`config.mk`:
```
export PLATFORM = sky130hd
export DESIGN_NAME = shift_reg_serial_tx_flat
export DESIGN_NICKNAME = d
export VERILOG_FILES = /design/src/rtl/shift_reg_serial_tx_if.sv /design/src/rtl/shift_reg_serial_tx.sv /design/src/flat_wrapper.sv
export SDC_FILE = /design/constraint.sdc
export NUM_CORES = 1
export LEC_CHECK = 0
export ABC_AREA = 1
export CAP_MARGIN = 10
export CORE_ASPECT_RATIO = 1.1
export CORE_MARGIN = 8
export CORE_UTILIZATION = 39
export CTS_CLUSTER_DIAMETER = 150
export DETAILED_ROUTE_END_ITERATION = 16
export PLACE_DENSITY = 0.69
export SETUP_SLACK_MARGIN = 0.15
export SLEW_MARGIN = 10
export SYNTH_ARGS = -nofsm -noshare
export SYNTH_HDL_FRONTEND = slang
export SYNTH_SLANG_ARGS = --single-unit
```
`constraint.sdc`:
```
create_clock -name clk -period 3.8 [get_ports clk]
set_input_delay 0.76 -clock clk [delete_from_list [all_inputs] [get_ports clk]]
set_output_delay 0.76 -clock clk [all_outputs]
set_load 0.01 [all_outputs]
```
`src/rtl/shift_reg_serial_tx_if.sv`:
```
// Word handshake plus mode/serial control lines toward a 4-bit bidirectional shift register.
interface shift_reg_serial_tx_if #(
    parameter int WIDTH = 4
);
    logic             in_valid;
    logic             in_ready;
    logic [WIDTH-1:0] in_data;
    logic             in_dir;
    logic             s0;
    logic             s1;
    logic             ds0;
    logic             ds3;
    logic             busy;
    logic             done;

    modport master (
        output in_valid, in_data, in_dir,
        input  in_ready, s0, s1, ds0, ds3, busy, done
    );

    modport slave (
        input  in_valid, in_data, in_dir,
        output in_ready, s0, s1, ds0, ds3, busy, done
    );
endinterface

```
`src/rtl/shift_reg_serial_tx.sv`:
```
// Serialises one accepted word into a downstream bidirectional shift register.
// Latency: done one cycle after WIDTH shift cycles; in_ready low from handshake until IDLE returns (WIDTH+2 cycles per word).
module shift_reg_serial_tx #(
    parameter int WIDTH = 4,
    parameter int CNT_W = 3
) (
    input  logic                 clk,
    input  logic                 mr,
    shift_reg_serial_tx_if.slave bus
);
    typedef enum logic [1:0] {
        IDLE  = 2'd0,
        SHIFT = 2'd1,
        DONE  = 2'd2
    } state_t;

    state_t           state_q, state_d;
    logic [CNT_W-1:0] cnt_q, cnt_d;
    logic [WIDTH-1:0] word_q, word_d;
    logic             dir_q, dir_d;

    logic s0_q, s1_q, ds0_q, ds3_q, busy_q, done_q;
    logic s0_d, s1_d, ds0_d, ds3_d, busy_d, done_d;
    logic bit_msb, bit_lsb;

    assign bus.in_ready = (state_q == IDLE);
    assign bus.s0       = s0_q;
    assign bus.s1       = s1_q;
    assign bus.ds0      = ds0_q;
    assign bus.ds3      = ds3_q;
    assign bus.busy     = busy_q;
    assign bus.done     = done_q;

    always_ff @(posedge clk) begin
        if (!mr) begin
            state_q <= IDLE;
            cnt_q   <= '0;
            word_q  <= '0;
            dir_q   <= 1'b0;
            s0_q    <= 1'b0;
            s1_q    <= 1'b0;
            ds0_q   <= 1'b0;
            ds3_q   <= 1'b0;
            busy_q  <= 1'b0;
            done_q  <= 1'b0;
        end else begin
            state_q <= state_d;
            cnt_q   <= cnt_d;
            word_q  <= word_d;
            dir_q   <= dir_d;
            s0_q    <= s0_d;
            s1_q    <= s1_d;
            ds0_q   <= ds0_d;
            ds3_q   <= ds3_d;
            busy_q  <= busy_d;
            done_q  <= done_d;
        end
    end

    always_comb begin
        state_d = state_q;
        cnt_d   = cnt_q;
        word_d  = word_q;
        dir_d   = dir_q;
        case (state_q)
            IDLE: begin
                if (bus.in_valid) begin
                    state_d = SHIFT;
                    cnt_d   = '0;
                    word_d  = bus.in_data;
                    dir_d   = bus.in_dir;
                end
            end
            SHIFT: begin
                cnt_d = cnt_q + CNT_W'(1);
                if (cnt_q == CNT_W'(WIDTH - 1)) begin
                    state_d = DONE;
                    cnt_d   = '0;
                end
            end
            DONE:    state_d = IDLE;
            default: state_d = IDLE;
        endcase
    end

    // Outputs are derived from next-state values so the bit for counter k is on the pins right after edge k.
    always_comb begin
        bit_msb = 1'b0;
        bit_lsb = 1'b0;
        for (int i = 0; i < WIDTH; i++) begin
            if (cnt_d == CNT_W'(i)) begin
                bit_msb = word_d[WIDTH-1-i];
                bit_lsb = word_d[i];
            end
        end

        s0_d   = 1'b0;
        s1_d   = 1'b0;
        ds0_d  = 1'b0;
        ds3_d  = 1'b0;
        busy_d = (state_d != IDLE);
        done_d = (state_d == DONE);
        if (state_d == SHIFT) begin
            if (dir_d) begin
                s0_d  = 1'b1;
                ds3_d = bit_lsb;
            end else begin
                s1_d  = 1'b1;
                ds0_d = bit_msb;
            end
        end
    end
endmodule

```
`src/flat_wrapper.sv`:
```
// flat-port wrapper written by rule: the top's interface ports become plain ports
module shift_reg_serial_tx_flat 
#(
    parameter int WIDTH = 4,
    parameter int CNT_W = 3
)
  (clk, mr, bus_in_valid, bus_in_data, bus_in_dir, bus_in_ready, bus_s0, bus_s1, bus_ds0, bus_ds3, bus_busy, bus_done);
  shift_reg_serial_tx_if #(.WIDTH(WIDTH)) bus_i ();
  input  logic clk;
  input  logic mr;
  input wire logic [$bits(bus_i.in_valid)-1:0] bus_in_valid;
  input wire logic [$bits(bus_i.in_data)-1:0] bus_in_data;
  input wire logic [$bits(bus_i.in_dir)-1:0] bus_in_dir;
  output wire logic [$bits(bus_i.in_ready)-1:0] bus_in_ready;
  output wire logic [$bits(bus_i.s0)-1:0] bus_s0;
  output wire logic [$bits(bus_i.s1)-1:0] bus_s1;
  output wire logic [$bits(bus_i.ds0)-1:0] bus_ds0;
  output wire logic [$bits(bus_i.ds3)-1:0] bus_ds3;
  output wire logic [$bits(bus_i.busy)-1:0] bus_busy;
  output wire logic [$bits(bus_i.done)-1:0] bus_done;
  assign bus_i.in_valid = bus_in_valid;
  assign bus_i.in_data = bus_in_data;
  assign bus_i.in_dir = bus_in_dir;
  assign bus_in_ready = bus_i.in_ready;
  assign bus_s0 = bus_i.s0;
  assign bus_s1 = bus_i.s1;
  assign bus_ds0 = bus_i.ds0;
  assign bus_ds3 = bus_i.ds3;
  assign bus_busy = bus_i.busy;
  assign bus_done = bus_i.done;
  shift_reg_serial_tx #(.WIDTH(WIDTH), .CNT_W(CNT_W)) u_core (.clk(clk), .mr(mr), .bus(bus_i));
endmodule
```
==> results of run 1 <==
[worst register-to-register path, stage by stage (launching register included)]
cell,delay [ns]
dfxtp_1,0.35
ha_1,0.28
inv_1,0.03
nor2_1,0.10
inv_1,0.08
nand2_4,0.10
clkinv_4,0.07
nand4_1,0.07
nand2_1,0.06
nor2_1,0.10
nor2_1,0.05
[routing by layer]
metal | wire [um] | vias to the layer above | share of wire (%)
met2 | 656 | 22 | 46
met4 | 12 | 0 | 0.84
met5 | 0 | - | 0
met1 | 666 | 289 | 47
met3 | 88 | 2 | 6.2
li1 | - | 339 | -
[layout by cell type (no fill, tap or decap), types with 3 or more instances in the layout]
master,Yosys,layout
nand2_1,22,22
dfxtp_1,16,16
clkdlybuf4s50_1,0,14
nor2_1,11,11
inv_1,10,10
nand3_1,8,8
nand4_1,8,8
a21oi_1,5,5
clkbuf_4,0,3
[layout make-up]
type / instances / area (um^2)
inverters: 12 / 50.0
fillers: 176 / 841
repair buffers: 14 / 140
well taps: 18 / 22.5
flip-flops and latches: 16 / 320
clock buffers: 4 / 36.3
multi-input cells: 64 / 332
[state kept, by name (all words and copies together), names as in the netlist]
name             count
u_core.bus.ds0       1
u_core.bus.s0        1
u_core.word_q        4
u_core.dir_q         1
u_core.state_q       2
u_core.bus.busy      1
u_core.bus.s1        1
u_core.cnt_q         3
u_core.bus.ds3       1
u_core.bus.done      1
[cells in the mapped netlist]
cell type	count
nand2_1	22
buf_2	1
nor2_1	11
inv_2	1
nand2_4	2
a21oi_1	5
mux2i_1	1
nand3_2	2
nand3_1	8
clkbuf_1	1
nand2_2	1
dfxtp_1	16
clkinv_4	1
nor2_4	1
ha_1	1
inv_1	10
nand4_1	8
nor3_1	2
[logic make-up after synthesis]
kind of cell / Yosys count / synth area share (%)
AOI/OAI and AO/OA: 5 / 3.52
DFF: 16 / 45.1
muxes: 1 / 1.41
buffers and inverters: 14 / 8.27
adders and majority gates: 1 / 1.76
and+or+nand+nor: 57 / 40.0
[report_power, final]
| group | internal (mW) | switching (mW) |
|---|---|---|
| logic | 0.0270 | 0.0349 |
| clock network | 0.0582 | 0.0544 |
| registers | 0.176 | 0.00436 |
| total | 0.261 | 0.0936 |
[stage by stage]
| stage | utilization (%) | hold WS [ns] |
|---|---|---|
| floorplan | - | 0.447 |
| global placement | 49.6 | 0.462 |
| detailed placement | 49.6 | 0.467 |
| CTS | 51.7 | 0.481 |
| global route | 51.7 | 0.501 |
| finish | 51.7 | 0.477 |
[worst paths after layout]
check                          end  cells past startpoint
setup reg to reg    u_core.bus.ds0                     10
hold / removal    u_core.word_q[1]                      2
setup / recovery      bus_in_ready                      2
hold reg to reg   u_core.word_q[1]                      2
==> run summary, run 1 <==
========================================================================================
Sum of overflow across all layers after global routing                                 0
Number of endpoints failing setup at the final stage                                   0
Top cells by area, synth                                                    dfxtp_1 45%, nand2_1 12%, nand4_1 7.0%
Total power consumption of the routed design                                    0.355 mW
Number of CTS-inserted buffers                                                         3
Dpl cells                                                                            124
Post-DP HPWL                                                                     1140 um
Max-cap check violation count                                                          0
DRC violations left                                                                    0
Upper clock frequency limit                                                    0.454 GHz
Pin slew with the least headroom to its limit                                   0.348 ns
Crit-path max cell delay                                                         0.57 ns
Met2 GRT Util                                                                      14.4%
# diodes                                                                               0
Library cell occupying the most area in the post-synthesis netlist               dfxtp_1
Clock sink count                                                                      16
Worst Setup Slack, final                                                         1.60 ns
Routability congestion estimate                                                    0.888
Leakage component of the power                                                  0.409 nW
Result of the run                                                           finished clean
Maximum clock insertion buffer count                                                   2
Number of synthesized register bits                                                   16
Final wirelength                                                                 1420 um
Required time at the worst-slack endpoint                                        3.04 ns
Hold path startpoint                                                        u_core.word_q[1]
Final instance area                                                             901 um^2
Post-CTS resize count                                                                  0
Share of the yosys chip area belonging to registers                                45.1%
Number of buffers inserted for hold repair after clock tree synthesis                  0
Met3 Resource Use GR                                                               2.51%
Count of port buffers added during placement                                          14
Post CTS Setup Buffer Count                                                            0
Share of layout cells above drive strength 1                                       10.9%
Portion of the clock cycle consumed by the worst path in the final layout          58.0%
Cell type of the slowest stage on the worst timing path                     clkdlybuf4s50_1
Critical-path cell list                                                     nor2_4 > clkdlybuf4s50_1
Critical setup path kind                                                      reg -> out
Net count reported at finish                                                         120
Clock transition at the registers of the reported paths                          0.09 ns
Area of the placeable core                                                     1740 um^2
Placed inst area                                                                865 um^2
Clock tree from TritonCTS                                                           done
Final Max Tran Viols                                                                   0
Setup repair after global routing missed its margin                                   no
Number of DRC markers after the initial detailed-route iteration                      18
Setup skew after layout                                                        0.0119 ns
Critical Path Source Type                                                      flip-flop
Number of global-route vias before repair                                            566
Critical path capture point type                                              output pin
Arrival time of data at the critical path endpoint                               1.44 ns
Number of failing hold endpoints at the final stage                                    0
Post-synth net total                                                                 103
Worst Setup Slack post-DPL                                                       1.62 ns
Cell type group with the largest total delay on the critical path           buffers and inverters
Sum Neg Setup Slack                                                                 0 ns
Launch point of the critical path                                           u_core.state_q[0]
Wire length per cell                                                             11.1 um
Distinct cell type count after synthesis                                              18
Detailed-route via count                                                             652
Iteration count of the initial detailed-routing pass                                   4
CTS HTree Levels                                                                       1
Synth Cell Area                                                                 711 um^2
Warnings, synthesis                                                                    0
Count of mapped cells out of synthesis                                                94
Cell row count                                                                        16
Initial antenna violation count                                                        0
Tmin final                                                                       2.20 ns
Final standard cell count with taps included and fillers excluded                    128
FF-to-FF Start                                                              u_core.cnt_q[0]
Share of Yosys cell area claimed by the top area cell type                         45.1%
Master cell of the clock root buffer                                            clkbuf_4
Register-to-Register Setup Slack                                                 2.41 ns
First-pass GRT wire length                                                       2340 um
Initial Util                                                                       40.8%
Maximum resistive drop on vdd                                                     206 uV
Via density per instance                                                            5.09
Die boundary height                                                              60.8 um
Crit path max fanout                                                                   6
Hold/Removal Path Class                                                       reg -> reg
Die Footprint                                                                  3450 um^2
GRT Util Overall                                                                   8.38%
Power per cell area                                                          394 nW/um^2
Number of buffer and inverter stages on the critical path                              1
Ports placed on the boundary                                                          15
Horizontal extent of the die                                                     56.7 um
Mean instance size in the synthesized netlist                                  7.56 um^2
Global-route layer with the greatest usage                                          met2
GRT met1 Usage                                                                     9.60%
Maximum number of pins on one net before global-route repair                          12
Worst relative slew slack                                                          76.8%
Layout-stage area growth over the synthesis result                                 26.8%
Latest clock arrival within the worst-skew pair                                  0.28 ns
Remaining antenna violation count after routing                                        0
========================================================================================
No activity file was read; power rests on OpenSTA's default activity.
==> inputs of run 2 (changes only) <==
==> constraint.sdc (replaced) <==
create_clock -name clk -period 2.25 [get_ports clk]
set_input_delay 0.45 -clock clk [delete_from_list [all_inputs] [get_ports clk]]
set_output_delay 0.45 -clock clk [all_outputs]
set_load 0.01 [all_outputs]
==> run 2 against run 1 <==
Effect of this change:
- cell count unchanged
- non-clock buffer count unchanged
- register-to-register slack got worse by 1.5 ns
- worst setup slack got worse by 1.3 ns
- clock power increased by 64%
- largest cell class unchanged
==> run summary, run 2 (synthesized netlist as in run 1, its figures left out) <==
========================================================================================
Post CTS Setup Buffer Count                                                            0
Largest register FFs                                                                   4
Horizontal extent of the die                                                     56.7 um
Power per cell area                                                          661 nW/um^2
Die Footprint                                                                  3450 um^2
Cell row count                                                                        16
Final Max Tran Viols                                                                   0
Critical setup path kind                                                      reg -> out
Maximum number of pins on one net before global-route repair                          12
Max-cap check violation count                                                          0
CTS HTree Levels                                                                       1
Leakage component of the power                                                  0.409 nW
Number of buffer and inverter stages on the critical path                              1
Fill cell total of the finished layout                                               175
Top Registers                                                               u_core.word_q: 4 flops, u_core.cnt_q: 3 flops, u_core.state_q: 2 flops
GRT Util Overall                                                                   8.94%
Cell type group with the largest total delay on the critical path           buffers and inverters
Iteration count of the initial detailed-routing pass                                   4
Post-CTS resize count                                                                  0
Routability congestion estimate                                                    0.888
Clock transition at the registers of the reported paths                          0.09 ns
Sum of overflow across all layers after global routing                                 0
Clock sink count                                                                      16
Setup repair after global routing missed its margin                                   no
Share of layout cells above drive strength 1                                       10.9%
Tmin final                                                                       1.91 ns
Hold/Removal Path Class                                                       reg -> reg
Ports placed on the boundary                                                          15
Met3 Resource Use GR                                                               3.35%
Net count reported at finish                                                         120
Sequential Power Share                                                             51.2%
Critical path capture point type                                              output pin
Dpl cells                                                                            124
Initial antenna violation count                                                        0
Arrival time of data at the critical path endpoint                               1.46 ns
Master cell of the clock root buffer                                            clkbuf_4
Remaining antenna violation count after routing                                        0
Switch Pwr                                                                      0.153 mW
Design internal power                                                           0.442 mW
Count of port buffers added during placement                                          14
Register with the most flip-flops                                           u_core.word_q
Cell type of the slowest stage on the worst timing path                     clkdlybuf4s50_1
Required time at the worst-slack endpoint                                        1.80 ns
Post-DP HPWL                                                                     1150 um
Crit path max fanout                                                                   6
Detailed-route via count                                                             653
Sum Neg Setup Slack                                                                 0 ns
Upper clock frequency limit                                                    0.522 GHz
Critical Path Source Type                                                      flip-flop
Portion of the clock cycle consumed by the worst path in the final layout          85.1%
Commonest cells after routing, fill and taps aside                          22 x nand2_1, 16 x dfxtp_1, 14 x clkdlybuf4s50_1
Number of DRC markers after the initial detailed-route iteration                      22
Number of CTS-inserted buffers                                                         3
Layout-stage area growth over the synthesis result                                 26.8%
Result of the run                                                           finished clean
Proportion of power drawn by combinational gates                                   17.7%
Met2 GRT Util                                                                      14.6%
Die boundary height                                                              60.8 um
Number of buffers inserted for hold repair after clock tree synthesis                  0
# diodes                                                                               0
Maximum resistive drop on vdd                                                     344 uV
Clock tree from TritonCTS                                                           done
GRT met1 Usage                                                                     10.2%
Number of failing hold endpoints at the final stage                                    0
Worst relative slew slack                                                          74.5%
Setup skew after layout                                                      0.000526 ns
Number of global-route vias before repair                                            583
Clock power frac                                                                   31.1%
DRC violations left                                                                    0
Crit-path max cell delay                                                         0.57 ns
Initial Util                                                                       40.8%
Hold_ws                                                                         0.471 ns
Wire length per cell                                                             11.5 um
Fraction of power spent switching nets                                             25.8%
Pin slew with the least headroom to its limit                                   0.381 ns
Latest clock arrival within the worst-skew pair                                  0.28 ns
Via density per instance                                                            5.10
First-pass GRT wire length                                                       2470 um
Final wirelength                                                                 1470 um
Final standard cell count with taps included and fillers excluded                    128
Global-route layer with the greatest usage                                          met2
Leading cell type in the layout, fill and taps excluded                          nand2_1
Maximum clock insertion buffer count                                                   2
Critical-path cell list                                                     nor2_4 > clkdlybuf4s50_1
Number of endpoints failing setup at the final stage                                   0
Area of the placeable core                                                     1740 um^2
========================================================================================
run 2: cell counts in the layout (fill, tap and decap cells not counted):
No cell type changed its count.
run 2: path summary, 6_finish.rpt:
kind                          start                to  slack, ns  depth (start not counted)
setup / recovery  u_core.state_q[0]      bus_in_ready       0.34                          2
hold / removal     u_core.word_q[2]  u_core.word_q[2]       0.47                          2
setup reg to reg    u_core.cnt_q[0]    u_core.bus.ds0       0.87                          9
hold reg to reg    u_core.word_q[2]  u_core.word_q[2]       0.47                          2
run 2: stage by stage:
step           setup slack, ns  area (um^2)  utilization, %  total power, mW
2_1_floorplan            0.968          711               -            0.378
6_report                 0.335          901            51.7            0.595
4_1_cts                  0.327          901            51.7            0.602
5_1_grt                  0.282          901            51.7            0.628
3_3_place_gp             0.431          865            49.6            0.415
3_5_place_dp             0.398          865            49.6            0.417
run 2: power by group through the flow:
stage / clock network (mW) / registers, mW / logic, mW
2_1_floorplan: 0 / 0.314 / 0.0646
3_3_place_gp: 0 / 0.312 / 0.103
3_5_place_dp: 0 / 0.312 / 0.105
4_1_cts: 0.191 / 0.305 / 0.105
5_1_grt: 0.201 / 0.307 / 0.120
6_report: 0.185 / 0.305 / 0.105
run 2: cell type report:
cell class	instances	area (um^2)	area share, %
multi-input cells	64	332	36.8
flip-flops and latches	16	320	35.6
repair buffers	14	140	15.6
inverters	12	50.0	5.56
clock buffers	4	36.3	4.03
well taps	18	22.5	2.50
run 2: worst register-to-register path, cell delays in order, from the launching register on:
cell	delay (ns)
dfxtp_1	0.34
ha_1	0.22
nand2_1	0.13
nand2_1	0.10
nand2_1	0.06
nand2_1	0.12
nand4_1	0.11
nand2_1	0.06
nor2_1	0.10
nor2_1	0.05
run 2: metal layers:
| metal | routed length (um) | part of all wire (%) |
|---|---|---|
| met5 | 0 | 0 |
| met4 | 34 | 2.3 |
| met3 | 113 | 7.7 |
| met2 | 657 | 45 |
| met1 | 661 | 45 |
